$ cat src/rtl/dpram_arbiter_pkg.sv
// ============================================================================
// dpram_arbiter_pkg : shared types and constants for the dual-port RAM arbiter
// Revision 1.0
// ============================================================================
`default_nettype none

package dpram_arbiter_pkg;

  localparam int DEF_AW = 22;
  localparam int DEF_DW = 32;
  localparam int CNT_W  = 2;

  typedef enum logic [1:0] {
    ST_IDLE  = 2'd0,
    ST_ISSUE = 2'd1,
    ST_WAIT  = 2'd2,
    ST_DONE  = 2'd3
  } state_e;

  typedef enum logic {
    GRANT_A = 1'b0,
    GRANT_B = 1'b1
  } grant_e;

  // Round-robin choice: a tie goes to the side that was not granted last.
  function automatic grant_e rr_pick(input logic pend_a, input logic pend_b,
                                     input grant_e last);
    if (pend_a && pend_b) begin
      return (last == GRANT_A) ? GRANT_B : GRANT_A;
    end
    return pend_a ? GRANT_A : GRANT_B;
  endfunction

endpackage

`default_nettype wire

$ cat src/rtl/dpram_arbiter_req_latch.sv
// ============================================================================
// dpram_arbiter_req_latch : one bus side's pending request (pend/type/addr/data/ovf)
// Revision 1.0
// ============================================================================
`default_nettype none

module dpram_arbiter_req_latch
  import dpram_arbiter_pkg::*;
#(
  parameter int AW = DEF_AW,
  parameter int DW = DEF_DW
) (
  input  logic          clk,
  input  logic          rst_n,
  input  logic          re_i,
  input  logic          we_i,
  input  logic [AW-1:0] addr_i,
  input  logic [DW-1:0] wdata_i,
  input  logic          clr_i,
  output logic          pend_o,
  output logic          wr_o,
  output logic [AW-1:0] addr_o,
  output logic [DW-1:0] wdata_o,
  output logic          ovf_o
);

  logic          pend_q, pend_d;
  logic          wr_q, wr_d;
  logic [AW-1:0] addr_q, addr_d;
  logic [DW-1:0] wdata_q, wdata_d;
  logic          ovf_q, ovf_d;
  logic          pulse;
  logic          accept;

  always_comb begin
    pulse   = re_i | we_i;
    accept  = pulse & ~pend_q;
    pend_d  = pend_q;
    wr_d    = wr_q;
    addr_d  = addr_q;
    wdata_d = wdata_q;
    ovf_d   = ovf_q;
    // A new request takes priority over the completion clear.
    if (accept) begin
      pend_d  = 1'b1;
      wr_d    = we_i;
      addr_d  = addr_i;
      wdata_d = wdata_i;
    end else if (clr_i) begin
      pend_d = 1'b0;
    end
    if (pulse && pend_q) begin
      ovf_d = 1'b1;
    end
  end

  always_ff @(posedge clk or negedge rst_n) begin
    if (!rst_n) begin
      pend_q  <= 1'b0;
      wr_q    <= 1'b0;
      addr_q  <= '0;
      wdata_q <= '0;
      ovf_q   <= 1'b0;
    end else begin
      pend_q  <= pend_d;
      wr_q    <= wr_d;
      addr_q  <= addr_d;
      wdata_q <= wdata_d;
      ovf_q   <= ovf_d;
    end
  end

  assign pend_o  = pend_q;
  assign wr_o    = wr_q;
  assign addr_o  = addr_q;
  assign wdata_o = wdata_q;
  assign ovf_o   = ovf_q;

endmodule

`default_nettype wire

$ cat src/rtl/dpram_arbiter.sv
// ============================================================================
// dpram_arbiter : round-robin sharing of one single-port RAM between two cores
// Revision 1.0
// ============================================================================
`default_nettype none

module dpram_arbiter
  import dpram_arbiter_pkg::*;
#(
  parameter int AW      = DEF_AW,
  parameter int DW      = DEF_DW,
  parameter int RAM_LAT = 1
) (
  input  logic          clk,
  input  logic          rst_n,
  input  logic          a_re,
  input  logic          a_we,
  input  logic [AW-1:0] a_addr,
  input  logic [DW-1:0] a_wdata,
  output logic [DW-1:0] a_rdata,
  output logic          a_ack,
  output logic          a_ovf,
  input  logic          b_re,
  input  logic          b_we,
  input  logic [AW-1:0] b_addr,
  input  logic [DW-1:0] b_wdata,
  output logic [DW-1:0] b_rdata,
  output logic          b_ack,
  output logic          b_ovf,
  output logic          ram_en,
  output logic          ram_we,
  output logic [AW-1:0] ram_addr,
  output logic [DW-1:0] ram_wdata,
  input  logic [DW-1:0] ram_rdata,
  output logic          busy
);

  localparam logic [CNT_W-1:0] CNT_LOAD = CNT_W'(RAM_LAT - 1);

  logic          pend_a, pend_b;
  logic          wr_a, wr_b;
  logic [AW-1:0] addr_a, addr_b;
  logic [DW-1:0] wdata_a, wdata_b;
  logic          clr_a, clr_b;

  state_e           state_q, state_d;
  grant_e           sel_q, sel_d;
  grant_e           last_q, last_d;
  grant_e           grant;
  logic [CNT_W-1:0] cnt_q, cnt_d;
  logic             ram_en_q, ram_en_d;
  logic             ram_we_q, ram_we_d;
  logic [AW-1:0]    ram_addr_q, ram_addr_d;
  logic [DW-1:0]    ram_wdata_q, ram_wdata_d;
  logic             a_ack_q, a_ack_d, b_ack_q, b_ack_d;
  logic [DW-1:0]    a_rdata_q, a_rdata_d, b_rdata_q, b_rdata_d;

  assign clr_a = (state_q == ST_DONE) && (sel_q == GRANT_A);
  assign clr_b = (state_q == ST_DONE) && (sel_q == GRANT_B);

  dpram_arbiter_req_latch #(.AW(AW), .DW(DW)) u_req_a (
    .clk     (clk),
    .rst_n   (rst_n),
    .re_i    (a_re),
    .we_i    (a_we),
    .addr_i  (a_addr),
    .wdata_i (a_wdata),
    .clr_i   (clr_a),
    .pend_o  (pend_a),
    .wr_o    (wr_a),
    .addr_o  (addr_a),
    .wdata_o (wdata_a),
    .ovf_o   (a_ovf)
  );

  dpram_arbiter_req_latch #(.AW(AW), .DW(DW)) u_req_b (
    .clk     (clk),
    .rst_n   (rst_n),
    .re_i    (b_re),
    .we_i    (b_we),
    .addr_i  (b_addr),
    .wdata_i (b_wdata),
    .clr_i   (clr_b),
    .pend_o  (pend_b),
    .wr_o    (wr_b),
    .addr_o  (addr_b),
    .wdata_o (wdata_b),
    .ovf_o   (b_ovf)
  );

  always_comb begin
    state_d     = state_q;
    sel_d       = sel_q;
    last_d      = last_q;
    cnt_d       = cnt_q;
    ram_en_d    = 1'b0;
    ram_we_d    = 1'b0;
    ram_addr_d  = ram_addr_q;
    ram_wdata_d = ram_wdata_q;
    a_ack_d     = 1'b0;
    b_ack_d     = 1'b0;
    a_rdata_d   = a_rdata_q;
    b_rdata_d   = b_rdata_q;
    grant       = rr_pick(pend_a, pend_b, last_q);

    case (state_q)
      ST_IDLE: begin
        if (pend_a || pend_b) begin
          state_d  = ST_ISSUE;
          sel_d    = grant;
          last_d   = grant;
          ram_en_d = 1'b1;
          if (grant == GRANT_A) begin
            ram_we_d    = wr_a;
            ram_addr_d  = addr_a;
            ram_wdata_d = wdata_a;
          end else begin
            ram_we_d    = wr_b;
            ram_addr_d  = addr_b;
            ram_wdata_d = wdata_b;
          end
        end
      end
      ST_ISSUE: begin
        state_d = ST_WAIT;
        cnt_d   = CNT_LOAD;
      end
      // Writes also wait out the read latency so every access has the same length.
      ST_WAIT: begin
        if (cnt_q == '0) begin
          state_d = ST_DONE;
        end else begin
          cnt_d = cnt_q - CNT_W'(1);
        end
      end
      ST_DONE: begin
        state_d = ST_IDLE;
        if (sel_q == GRANT_A) begin
          a_ack_d = 1'b1;
          if (!wr_a) begin
            a_rdata_d = ram_rdata;
          end
        end else begin
          b_ack_d = 1'b1;
          if (!wr_b) begin
            b_rdata_d = ram_rdata;
          end
        end
      end
      default: state_d = ST_IDLE;
    endcase
  end

  always_ff @(posedge clk or negedge rst_n) begin
    if (!rst_n) begin
      state_q     <= ST_IDLE;
      sel_q       <= GRANT_A;
      last_q      <= GRANT_B;
      cnt_q       <= '0;
      ram_en_q    <= 1'b0;
      ram_we_q    <= 1'b0;
      ram_addr_q  <= '0;
      ram_wdata_q <= '0;
      a_ack_q     <= 1'b0;
      b_ack_q     <= 1'b0;
      a_rdata_q   <= '0;
      b_rdata_q   <= '0;
    end else begin
      state_q     <= state_d;
      sel_q       <= sel_d;
      last_q      <= last_d;
      cnt_q       <= cnt_d;
      ram_en_q    <= ram_en_d;
      ram_we_q    <= ram_we_d;
      ram_addr_q  <= ram_addr_d;
      ram_wdata_q <= ram_wdata_d;
      a_ack_q     <= a_ack_d;
      b_ack_q     <= b_ack_d;
      a_rdata_q   <= a_rdata_d;
      b_rdata_q   <= b_rdata_d;
    end
  end

  assign ram_en    = ram_en_q;
  assign ram_we    = ram_we_q;
  assign ram_addr  = ram_addr_q;
  assign ram_wdata = ram_wdata_q;
  assign a_ack     = a_ack_q;
  assign b_ack     = b_ack_q;
  assign a_rdata   = a_rdata_q;
  assign b_rdata   = b_rdata_q;
  assign busy      = (state_q != ST_IDLE);

endmodule

`default_nettype wire

$ cat config.mk
export PLATFORM = sky130hd
export DESIGN_NAME = dpram_arbiter
export DESIGN_NICKNAME = d
export VERILOG_FILES = /design/src/rtl/dpram_arbiter_pkg.sv /design/src/rtl/dpram_arbiter_req_latch.sv /design/src/rtl/dpram_arbiter.sv
export SDC_FILE = /design/constraint.sdc
export NUM_CORES = 1
export LEC_CHECK = 0
export CORE_MARGIN = 3
export CORE_UTILIZATION = 47
export CTS_CLUSTER_SIZE = 40
export DETAILED_ROUTE_END_ITERATION = 12
export PLACE_DENSITY = 0.84
export SKIP_CTS_REPAIR_TIMING = 1
export SLEW_MARGIN = 20
export SYNTH_ARGS = -nofsm -noshare
export SYNTH_HDL_FRONTEND = slang
export SYNTH_SLANG_ARGS = --single-unit
$ cat constraint.sdc
create_clock -name clk -period 2.1 [get_ports clk]
set_input_delay 0.315 -clock clk [delete_from_list [all_inputs] [get_ports clk]]
set_output_delay 0.315 -clock clk [all_outputs]
set_load 0.1 [all_outputs]
## Word level (Yosys, flattened, before mapping)

Cells that the tools add are included.

- Register bits after elaboration: 242
- Input port bits: 146

- Add/sub/neg operators: 1
- Equal/unequal tests: 6
- Muxes and demuxes: 25
- Bitwise gates (word level): 9
- Reduce and logical (&&, ||, !) cells: 17

Operators with widths:

| operator | count |
|---|---|
| $mux W32 | 1 |
| $mux W22 | 1 |
| $mux W1 | 18 |
| $pmux W2 S4 | 1 |
| $reduce_bool A2 Y1 | 4 |
| $mux W2 | 3 |
| $ne A2 B2 Y1 const B | 3 |
| $reduce_and A2 Y1 | 3 |
| $reduce_and A3 Y1 | 2 |
| $logic_and A1 B1 Y1 | 5 |
| $not A1 Y1 | 5 |
| $eq A2 B2 Y1 const B | 2 |
| $logic_not A2 Y1 | 2 |
| $pmux W2 S2 | 1 |
| $and A1 B1 Y1 | 2 |
| $eq A2 B1 Y1 const B | 1 |
| $or A1 B1 Y1 | 2 |
| $sub A2 B1 Y2 const B | 1 |
| $logic_or A1 B1 Y1 | 1 |

## Longest topological paths before layout

Gate-level depths: netlist of the first run.

- Depth in word-level cells: 6
- Mapped depth: 7
- Depth with buffers taken out: 5

## Modules after synthesis

Synthesis of the first run repeated with hierarchy kept, for this count alone.

- Cells, all modules: 737
- Area, all modules: 10543.9 um^2

By module, submodules not included:

| module | times used | cells an instance | area an instance (um^2) | sequential area each (um^2) |
|---|---|---|---|---|
| dpram_arbiter | 1 | 487 | 5781.8 | 3204.3 |
| dpram_arbiter_req_latch | 2 | 125 | 2381.0 | 1426.4 |

## Least setup slack after synthesis of the first run

Ideal clock, no wire load.

- Path kind: reg2reg
- From: register state_q[0]
- To: register state_q[1]
- Library setup time: 125 ps
- Arrival: 1865 ps
- Data required time: 1975 ps
- Slack: 110 ps
- Stages on the path, launching flop included: 6
- Path buffers: 0
- Clock period less this slack: 1990 ps
- Cell sequence: dfrtp_1 -> inv_1 -> ha_1 -> inv_1 -> o31a_1 -> mux2_2

- Word-level cells in the longest chain between the ends: 3
- Elaborated cells on any way between the ends: 8
- Classes of those cells: eq/ne: 5; mux: 1; reduce/logical: 2

Ends and longest elaborated chain:

| what | RTL line | RTL |
|---|---|---|
| start, declared | dpram_arbiter.sv:46 | `state_e state_q, state_d;` |
| start signal, assigned | dpram_arbiter.sv:169 | `state_q <= state_d;` |
| $eq A2 B2 Y1 or $logic_not A2 Y1 (tied branches) | dpram_arbiter.sv:106 | `case (state_q)` |
| $ne A2 B2 Y1 (no source line) | - |  |
| $reduce_and A2 Y1 (no source line) | - |  |

Parallel ways exist; a longest one is shown, timed or not.
A chain may end at the register's enable or synchronous reset.

## Worst setup path after layout of the first run

- From: register state_q[0]
- To: output busy

- Word-level cells in the longest chain between the ends: 1

Ends and longest elaborated chain:

| what | RTL line | RTL |
|---|---|---|
| $reduce_bool A2 Y1 | dpram_arbiter.sv:192 | `assign busy = (state_q != ST_IDLE);` |
| end, declared | dpram_arbiter.sv:35 | `output logic busy` |

Every way passes these cells.

==> results.ini, run 1 <==
[worst_setup_path]
r2r_slack_ns=0.19
critPathCaptureType=primary output
arrival_ns=1.61
cp_data_required_time_ns=1.78
startpoint_type=flip-flop
path_max_fanout=5
crit_start=state_q[0]
crit_type=reg2out
r2r_start=u_req_b.pend_o

[synth]
yosysTopAreaCell=dfrtp_1
synth-edff-count=0
yosys_warnings=0
synth.top_cell.area_share_pct=60.93
synth_ff_type=dfrtp_1
syn-instance-count=733
syn-num-nets=884
synth_cell_types=30
syn-cell-area_um2=9898
synth_area_leaders=dfrtp_1 (61%), mux2_2 (12%), mux2_4 (5.9%), a31oi_1 (3.5%), mux2_1 (3.5%)
synthArstFlopShare_pct=100.0
syn_area_per_cell_um2=13.50
ys_seq_area_share_pct=61.19
synth_seq_cells=242

[placed_design]
place_congestion=0.7745
place.detailed.hpwl_um=17120
port_buffers=270
place_area_um2=12620

[die]
die_h_um=151.1
initial_core_util_pct=48.30
core_um2=20490
die_x_um=151.1
fp-row-count=52
die-area_um2=22840
pin_count=271

[clock_network]
cts_buffer_depth=3
cts.reportedPaths.clkPinSlew_ns=0.06
htree_levels=1
cts_sinks=242
cts_buffers=25
clock-root-buffer=clkbuf_16
cts_tree=done
clk_latency_ns=0.51

[timing]
setup_viol_count_final=0
fin_skew_ns=0.01150
worst_pin_slew_ns=1.099
fmax_ghz=0.5203
fin_crit_sh_pct=91.53
finalSetupTns_ns=0
slew_viol_final=0
fin_crit_ns=1.922
slew_headroom_pct=26.73
rsz0062_at_grt=no
hold_viol_final=0

[cells_and_area]
multi_input_area_um2=3483
syn2layout_area_growth_pct=35.93
finalInstanceArea_um2=13450
layout_commonest_cell=dfrtp_1
nets=1149
mostFrequentLayoutCells=dfrtp_1 (240), clkdlybuf4s50_1 (144), buf_4 (138), mux2_2 (105)
regArea_um2=6058
drive_above_1_share_pct=33.46
fillCellCount=1485
fin_util_pct=65.65

[detailed_routing]
post_drt_wl_per_cell_um=19.51
viasPerCell=5.444
drt.antenna.violating_nets=0
num_vias=7006
drt_iter0_markers=318
routed_wl_um=25110
drcViolationCount=0
first_pass_iters=4

[global_routing]
grtUsageTotal_pct=21.45
grt_pass1_vias=7350
overflow=0
antenna_found_initial=0
grt_max_degree=78
grt_pass1_wl_um=38710

[job]
drv_cap=0

[run_status]
status=complete, no violations

[min_path]
hp-class=in2async

==> flip-flops by register name, indices dropped and copies added (netlist names), 2 cells and up <==
name,count
a_rdata,32
b_rdata,32
cnt_q,2
ram_addr,22
ram_wdata,32
state_q,2
u_req_a.addr_o,22
u_req_a.wdata_o,32
u_req_b.addr_o,22
u_req_b.wdata_o,32
==> worst paths after layout <==
kind | to | cells after the start
worst min-delay path | u_req_b.wdata_o[20] | 2
max in group asynchronous | u_req_a.pend_o | 3
worst max register to register | ram_wdata[24] | 3
worst min register to register | u_req_a.ovf_o | 1
min in group clk | u_req_a.wdata_o[24] | 2
worst max-delay path | busy | 4
==> routing by layer <==
metal  part of all wire, %  vias up  GRT usage (%)
met2                    49      300          37.49
met4                   1.8        0          6.482
met5                     0        -              0
li1                      -     3139              -
met1                    41     3531          26.55
met3                   8.7       36          4.997
==> critical path, cell delays in order (launching register included) <==
cell     delay [ns]
dfrtp_1        0.39
inv_1          0.08
ha_1           0.27
inv_1          0.16
buf_12         0.19
==> cell usage after synthesis, types with 2 or more instances <==
cell	count
buf_2	23
dfrtp_1	241
o21ai_0	51
ha_1	5
nor2_1	56
nand2b_1	5
inv_1	7
nand3_1	55
buf_6	13
clkbuf_1	15
o21ai_1	10
mux2_4	39
a31oi_1	56
nor2b_1	2
mux2_1	31
mux2_2	105
buf_4	6
==> logic make-up after synthesis <==
family                   synth area share [%]
flip-flops                              61.19
multiplexers                            21.39
AO/OA/AOI/OAI                           7.180
AND/OR/NAND/NOR                         5.524
buffers and inverters                   3.994
adder cells (fa/ha/maj)                0.6320
XOR/XNOR                              0.08850
==> layout make-up <==
class | count | area share [%]
multi-input combinational | 426 | 25.89
clock inverter | 4 | 0.3813
clock buffer | 41 | 5.691
antenna | 1 | 0.01860
tap | 270 | 2.511
sequential | 242 | 45.03
inverter | 8 | 0.2418
timing repair buffer | 295 | 20.24
==> metrics by stage <==
step	hold slack, ns	setup WS, ns	cells
global route	0.3996	0.04054	1286
floorplan	0.01941	0.1100	733
CTS	-0.2156	0.1465	1285
finish	0.3658	0.1779	1287
detailed placement	0.3348	0.1811	1240
global placement	0.3290	0.2878	1240
Power of run 1 is not shown: default switching activity piles up to over one toggle a cycle in this logic, so the estimate is an artifact.
==> run 2, diff against run 1 <==
--- a/config.mk
+++ b/config.mk
@@ -5,6 +5,7 @@
 export SDC_FILE = /design/constraint.sdc
 export NUM_CORES = 1
 export LEC_CHECK = 0
+export CORE_ASPECT_RATIO = 1.2
 export CORE_MARGIN = 3
 export CORE_UTILIZATION = 47
 export CTS_CLUSTER_SIZE = 40
==> results.ini, run 2 (synthesis gave the netlist of run 1 again) <==
[clock_network]
cts.reportedPaths.clkPinSlew_ns=0.07  ; was 0.06 ns
cts_sinks=242  ; unchanged
cts_tree=done  ; unchanged
cts_buffers=23  ; was 25
clock-root-buffer=clkbuf_16  ; unchanged
htree_levels=1  ; unchanged
cts_buffer_depth=3  ; unchanged
clk_latency_ns=0.51  ; about the same

[timing]
fmax_ghz=0.5142  ; was 0.5203 GHz
setup_viol_count_final=0  ; unchanged
finalSetupTns_ns=0  ; unchanged
fin_crit_ns=1.945  ; was 1.922 ns
rsz0062_at_grt=no  ; unchanged
slew_viol_final=0  ; unchanged
fin_crit_sh_pct=92.61  ; was 91.53%
worst_pin_slew_ns=1.112  ; was 1.099 ns
hold_ws_ns=0.3463  ; was 0.3658 ns
hold_viol_final=0  ; unchanged
fin_skew_ns=0.01973  ; was 0.01150 ns
slew_headroom_pct=25.86  ; was 26.73%

[detailed_routing]
drt.antenna.violating_nets=0  ; unchanged
viasPerCell=5.401  ; was 5.444
routed_wl_um=25010  ; was 25,110 um
post_drt_wl_per_cell_um=19.64  ; was 19.51 um
drt_iter0_markers=315  ; was 318
first_pass_iters=5  ; was 4
drcViolationCount=0  ; unchanged
num_vias=6875  ; was 7,006

[min_path]
hp-class=in2async  ; unchanged

[worst_setup_path]
slowest_stage=dfrtp_1  ; unchanged
crit_type=reg2out  ; unchanged
worst_path_dominant_cell_family=buffers and inverters  ; unchanged
cp_data_required_time_ns=1.78  ; about the same
path_common_cell=inv_1  ; unchanged
startpoint_type=flip-flop  ; unchanged
critPathMaxStageDelay_ns=0.40  ; was 0.39 ns
arrival_ns=1.63  ; was 1.61 ns
path_max_fanout=5  ; unchanged
critPathBufInv=3  ; unchanged
critPathCaptureType=primary output  ; unchanged
worstPathCellList=inv_1 -> ha_1 -> inv_1 -> buf_12  ; unchanged

[placed_design]
place_area_um2=12610  ; was 12,620 um^2
dp.cells=1231  ; was 1,240
port_buffers=270  ; unchanged
place.detailed.hpwl_um=16670  ; was 17,120 um
place_congestion=0.8151  ; was 0.7745

[global_routing]
grtUsageTotal_pct=21.33  ; was 21.45%
grt_pass1_wl_um=39280  ; was 38,710 um
antenna_found_initial=0  ; unchanged
grt_pass1_vias=7248  ; was 7,350
overflow=0  ; unchanged
grt_max_degree=68  ; was 78

[die]
die_x_um=138.5  ; was 151.1 um
core_um2=20470  ; was 20,490 um^2
initial_core_util_pct=48.36  ; was 48.30%
fp-row-count=57  ; was 52
die-area_um2=22840  ; about the same
pin_count=271  ; unchanged
die_h_um=165.0  ; was 151.1 um

[cells_and_area]
drive_above_1_share_pct=33.43  ; was 33.46%
finalInstanceArea_um2=13390  ; was 13,450 um^2
syn2layout_area_growth_pct=35.23  ; was 35.93%
antenna_cells=0  ; was 1
layout_commonest_cell=dfrtp_1  ; unchanged
mostFrequentLayoutCells=dfrtp_1 (240), clkdlybuf4s50_1 (144), buf_4 (132), mux2_2 (105)  ; was dfrtp_1 (240), clkdlybuf4s50_1 (144), buf_4 (138), mux2_2 (105)
fin_cells=1273  ; was 1,287
nets=1143  ; was 1,149

[run_status]
status=complete, no violations  ; unchanged

[job]
drv_cap=0  ; unchanged

-- run 2: final cells by class --
cell class                      instances  area, um^2
Fill cell                            1512        7083
Sequential cell                       242        6058
Multi-Input combinational cell        426        3483
Timing Repair Buffer                  291        2718
Clock buffer                           33       683.2
Tap cell                              265       331.6
Clock inverter                          8       78.83
Inverter                                8       32.53
-- run 2: per-layer routing --
layer  global-route usage, %  wire length, um  vias to the layer above
met1                   26.70            10080                     3455
met5                       0                0                        -
li1                        -                -                     3131
met2                   37.41            12610                      245
met4                   6.739              647                        0
met3                   4.489             1669                       44
-- run 2: per-stage QoR --
stage | setup slack (ns) | util (%)
floorplan | 0.1100 | -
global placement | 0.2631 | 61.62
detailed placement | 0.2118 | 61.62
CTS | 0.1237 | 65.35
global route | 0.02361 | 65.40
finish | 0.1553 | 65.40
-- run 2: final timing paths --
kind	startpoint	end	slack, ns	cells after the start
worst max register to register	u_req_b.pend_o	ram_addr[16]	0.19	3
worst min register to register	u_req_b.ovf_o	u_req_b.ovf_o	0.47	1
min in group clk	a_addr[0]	u_req_a.addr_o[0]	0.41	2
worst max-delay path	state_q[0]	busy	0.16	4
worst min-delay path	rst_n	b_rdata[12]	0.35	2
max in group asynchronous	rst_n	last_q	1.05	3
Power of run 2 is left out for the same reason.
==> edit 1 (flow settings as in run 1) <==
The 4 states of `state_e` get a one-hot encoding in 4 bits.
--- a/src/rtl/dpram_arbiter_pkg.sv
+++ b/src/rtl/dpram_arbiter_pkg.sv
@@ -10,11 +10,11 @@
   localparam int DEF_DW = 32;
   localparam int CNT_W  = 2;
 
-  typedef enum logic [1:0] {
-    ST_IDLE  = 2'd0,
-    ST_ISSUE = 2'd1,
-    ST_WAIT  = 2'd2,
-    ST_DONE  = 2'd3
+  typedef enum logic [3:0] {
+    ST_IDLE  = 4'b0001,
+    ST_ISSUE = 4'b0010,
+    ST_WAIT  = 4'b0100,
+    ST_DONE  = 4'b1000
   } state_e;
 
   typedef enum logic {
Behaviour: no difference found for any inputs over 4 cycles, from zero or initial values and one cycle with rst_n low; so few cycles prove little.
==> edit 1 against run 1 <==
  * Die area shrank 1.8%
  * Maximum frequency shrank 7.3%
  * Highest routed layer is now met5
  * Clock skew is essentially flat
  * Wire length shrank 10%
  * Via count shrank 11%
  * Non-clock buffer count shrank 8
  * Worst setup slack lost 0.15 ns
  * Sequential cell count grew 2
  * Design area shrank 0.74%
  * Synthesized area shrank 1.9%
  * Critical path type unchanged
  * Global-route usage shrank 1.7 points
Power is not shown: default switching activity piles up to over one toggle a cycle in this logic, so the estimate is an artifact.
==> edit 1: results (changes against run 1) <==
- FF-to-FF End: ram_wdata[2]$_DFFE_PN0P_ (was ram_wdata[24]$_DFFE_PN0P_)
- Reg2reg path depth: 5 (was 3)
- Rel. slew slack: 67.3% (was 26.7%)
- Detail Route Antenna Nets: 0 (unchanged)
- Num CTS Buffers: 26 (was 25)
- Fin nets: 1,088 (was 1,149)
- Avg Cell Area, Syn: 14.6 um^2 (was 13.5 um^2)
- Detailed placer's ending HPWL: 15.7 mm (was 17.1 mm)
- Clk buf depth: 3 (unchanged)
- Gpl congestion: 0.733 (was 0.775)
- Drt first-iter violations: 180 (was 318)
- Outcome: finished, final reports clean (unchanged)
- Count leader, synth: dfrtp_1 (unchanged)
- Clock Skew: 0.0111 ns (was 0.0115 ns)
- Net Count, Synth: 810 (was 884)
- Layout cells sized above 1: 38.8% (was 33.5%)
- Drt wl/cell: 18.4 um (was 19.5 um)
- CP Max Fanout: 4 (was 5)
- Largest cells by area after synthesis: dfrtp_1, mux2_2, mux2i_1 (was dfrtp_1, mux2_2, mux2_4)
- CP top delay family: flip-flops (was buffers and inverters)
- Synth cell types: 28 (was 30)
- Fillers: 1,441 (was 1,485)
- Vias in the first global route: 6,695 (was 7,350)
- Placed cell area: 12,500 um^2 (was 12,600 um^2)
- Post-synthesis sequential area ratio: 62.9% (was 61.2%)
- Cells after DPL: 1,176 (was 1,240)
- Hold_ws: 0.374 ns (was 0.366 ns)
- Detailed-route via count: 6,240 (was 7,006)
- Critical Path Start: state_q[0]$_DFFE_PN1P_ (was state_q[0]$_DFFE_PN0P_)
- Initial antenna violation count: 2 (was 0)
- Critical-path cell with the highest stage delay: dfstp_2 (was dfrtp_1)
- GRT Total Usage: 19.7% (was 21.4%)
- Worst slack, placed: 0.162 ns (was 0.181 ns)
- Arrival @ worst endpoint: 1.76 ns (was 1.61 ns)
- Top cells by count, synth: dfrtp_1, mux2_2, nor2_1 (was dfrtp_1, mux2_2, a31oi_1, nor2_1, nand3_1)
- Vias/cell: 5.09 (was 5.44)
- Largest net degree at the start of global routing: 69 (was 78)
- Final core utilization: 67.1% (was 65.6%)
- Slowest cell delay on critical path: 0.54 ns (was 0.39 ns)
- Global-route wire length before repair: 35.3 mm (was 38.7 mm)
[edit 1: changes by cell type after synthesis, moves of 43 or more]
cell / change
mux2i_1: +55
o21ai_0: -47
a21oi_1: +56
a31oi_1: -56
nand3_1: -55
mux2_2: +43
[edit 1: cell type report]
type	count	share of cell area (%)
Antenna cell	1	0.0187
Multi-Input combinational cell	374	25.4
Tap cell	265	2.48
Sequential cell	244	45.7
Clock buffer	35	5.43
Clock inverter	12	0.712
Timing Repair Buffer	287	20.0
Inverter	8	0.225
[edit 1: layer usage]
layer  global-route usage [%]  wire length, um  part of all wire, %  vias up
li1                         -                -                    -     2876
met1                     23.8             8760                   39     3111
met2                     34.0            11100                   49      224
met3                     7.06             2290                   10       27
met4                     4.57              348                  1.5        2
met5                        0                9                0.040        -
[edit 1: kinds of logic after synthesis]
group | after synthesis | synth area share, %
DFF | 244 | 62.9
muxes | 233 | 27.5
and+or+nand+nor | 77 | 3.57
AOI/OAI and AO/OA | 63 | 3.30
buffers and inverters | 45 | 2.64
adders and majority gates | 1 | 0.129
==> edit 2 (config.mk and constraints of run 1) <==
Without the edit above. The package constant `DEF_AW` goes from 22 to 11.
--- a/src/rtl/dpram_arbiter_pkg.sv
+++ b/src/rtl/dpram_arbiter_pkg.sv
@@ -6,7 +6,7 @@
 
 package dpram_arbiter_pkg;
 
-  localparam int DEF_AW = 22;
+  localparam int DEF_AW = 11;
   localparam int DEF_DW = 32;
   localparam int CNT_W  = 2;
 
Ports: changed (resized a_addr, b_addr and ram_addr); port bits go from 271 to 238. The function was not compared with the original's and may differ.
==> edit 2 against run 1 <==
  * Design area shrank 12%
  * Wire length shrank 14%
  * Synthesized cell count shrank 15%
  * Worst setup slack gained 0.024 ns
  * Sequential cell count shrank 33
  * Synthesized area shrank 12%
Power is not shown: default switching activity piles up to over one toggle a cycle in this logic, so the estimate is an artifact.
==> edit 2: results (changes against run 1) <==
- Yosys warnings: 0 (unchanged)
- Worst slack, placed: 0.289 ns (was 0.181 ns)
- H-tree levels: 1 (unchanged)
- Arrival @ worst endpoint: 1.58 ns (was 1.61 ns)
- Detailed-route via count: 5,941 (was 7,006)
- Detailed placer's ending HPWL: 14.3 mm (was 17.1 mm)
- Fillers: 1,328 (was 1,485)
- Slowest cell delay on critical path: 0.41 ns (was 0.39 ns)
- Layout cells sized above 1: 38.5% (was 33.5%)
- Clk buf depth: 3 (unchanged)
- Port bufs: 237 (was 270)
- GRT Total Usage: 21.4% (about the same)
- Initial antenna violation count: 1 (was 0)
- Outcome: finished, final reports clean (unchanged)
- Main synth FF type: dfrtp_1 (unchanged)
- Drt first-iter violations: 256 (was 318)
- Gate count of the mapped netlist: 620 (was 733)
- Vias in the first global route: 6,164 (was 7,350)
- Async set or reset register ratio after synthesis: 100% (unchanged)
- Synth cell types: 29 (was 30)
- CP Max Fanout: 5 (unchanged)
- WL final: 21.6 mm (was 25.1 mm)
- Clock Skew: 0.00925 ns (was 0.0115 ns)
- Post-synthesis sequential area ratio: 60.4% (was 61.2%)
- Reg2reg path depth: 5 (was 3)
- Net Count, Synth: 749 (was 884)
- Final setup fails: 0 (unchanged)
- Vias/cell: 5.40 (was 5.44)
- Hold Crit Class: in2async (unchanged)
- Fin nets: 986 (was 1,149)
- Cells after DPL: 1,060 (was 1,240)
- Clk Latency, worst-skew pair: 0.50 ns
- Inserted Diodes: 0 (was 1)
- CTS root buffer: clkbuf_16 (unchanged)
- Top cells by count, synth: dfrtp_1, mux2_2, mux2_4 (was dfrtp_1, mux2_2, a31oi_1, nor2_1, nand3_1)
- Worst-path clk slew: 0.06 ns (about the same)
- Largest net degree at the start of global routing: 59 (was 78)
- Num CTS Buffers: 23 (was 25)
- Number of synthesized flops with an enable pin: 0 (unchanged)
- Worst Max-Slew Pin Slew: 0.577 ns (was 1.10 ns)
- Critical-path cell with the highest stage delay: dfrtp_1 (unchanged)
- Global-route wire length before repair: 34.4 mm (was 38.7 mm)
- DRT Pass-1 Iters: 6 (was 4)
- Gpl congestion: 0.793 (was 0.775)
- Largest cells by area after synthesis: dfrtp_1, mux2_2, mux2_4 (unchanged)
-- edit 2: critical path, delay by kind of cell, from the launching register on --
family,cells,cell delay [ns]
adders and majority gates,1,0.27
DFF,1,0.41
buffers and inverters,3,0.40
-- edit 2: layer usage --
layer	GRT usage [%]	vias up	part of all wire [%]
li1	-	2680	-
met1	28.8	2960	41
met2	34.8	255	47
met3	5.70	44	9.2
met4	5.20	2	2.2
met5	0	-	0.042
-- edit 2: cells by family after synthesis --
| kind of cell | synth area share, % |
|---|---|
| muxes | 22.5 |
| and+or+nand+nor | 5.55 |
| buffers and inverters | 4.07 |
| adders and majority gates | 0.722 |
| AOI/OAI and AO/OA | 6.80 |
| DFF | 60.4 |
-- edit 2: area by class of cell --
type / instances / area share (%)
repair buffers: 256 / 20.1
inverters: 7 / 0.223
clock buffers: 33 / 5.88
multi-input cells: 360 / 26.3
well taps: 229 / 2.43
flip-flops and latches: 209 / 44.4
clock inverters: 7 / 0.721
-- edit 2: worst paths after layout --
path,start,to,slack (ns)
max,state_q[0]$_DFFE_PN0P_,busy,0.20
min,rst_n,b_rdata[21]$_DFFE_PN0P_,0.37
max reg2reg,state_q[0]$_DFFE_PN0P_,a_rdata[0]$_DFFE_PN0P_,0.41
min reg2reg,u_req_a.ovf_o$_DFFE_PN0P_,u_req_a.ovf_o$_DFFE_PN0P_,0.49
max in group asynchronous,rst_n,a_rdata[31]$_DFFE_PN0P_,1.07
min in group clk,a_wdata[23],u_req_a.wdata_o[23]$_DFFE_PN0P_,0.43
-- edit 2: stage by stage --
| stage | instance area (um^2) | util (%) |
|---|---|---|
| floorplan | 8660 | - |
| global placement | 11000 | 61.1 |
| detailed placement | 11000 | 61.1 |
| CTS | 11800 | 65.4 |
| global route | 11800 | 65.4 |
| finish | 11800 | 65.4 |
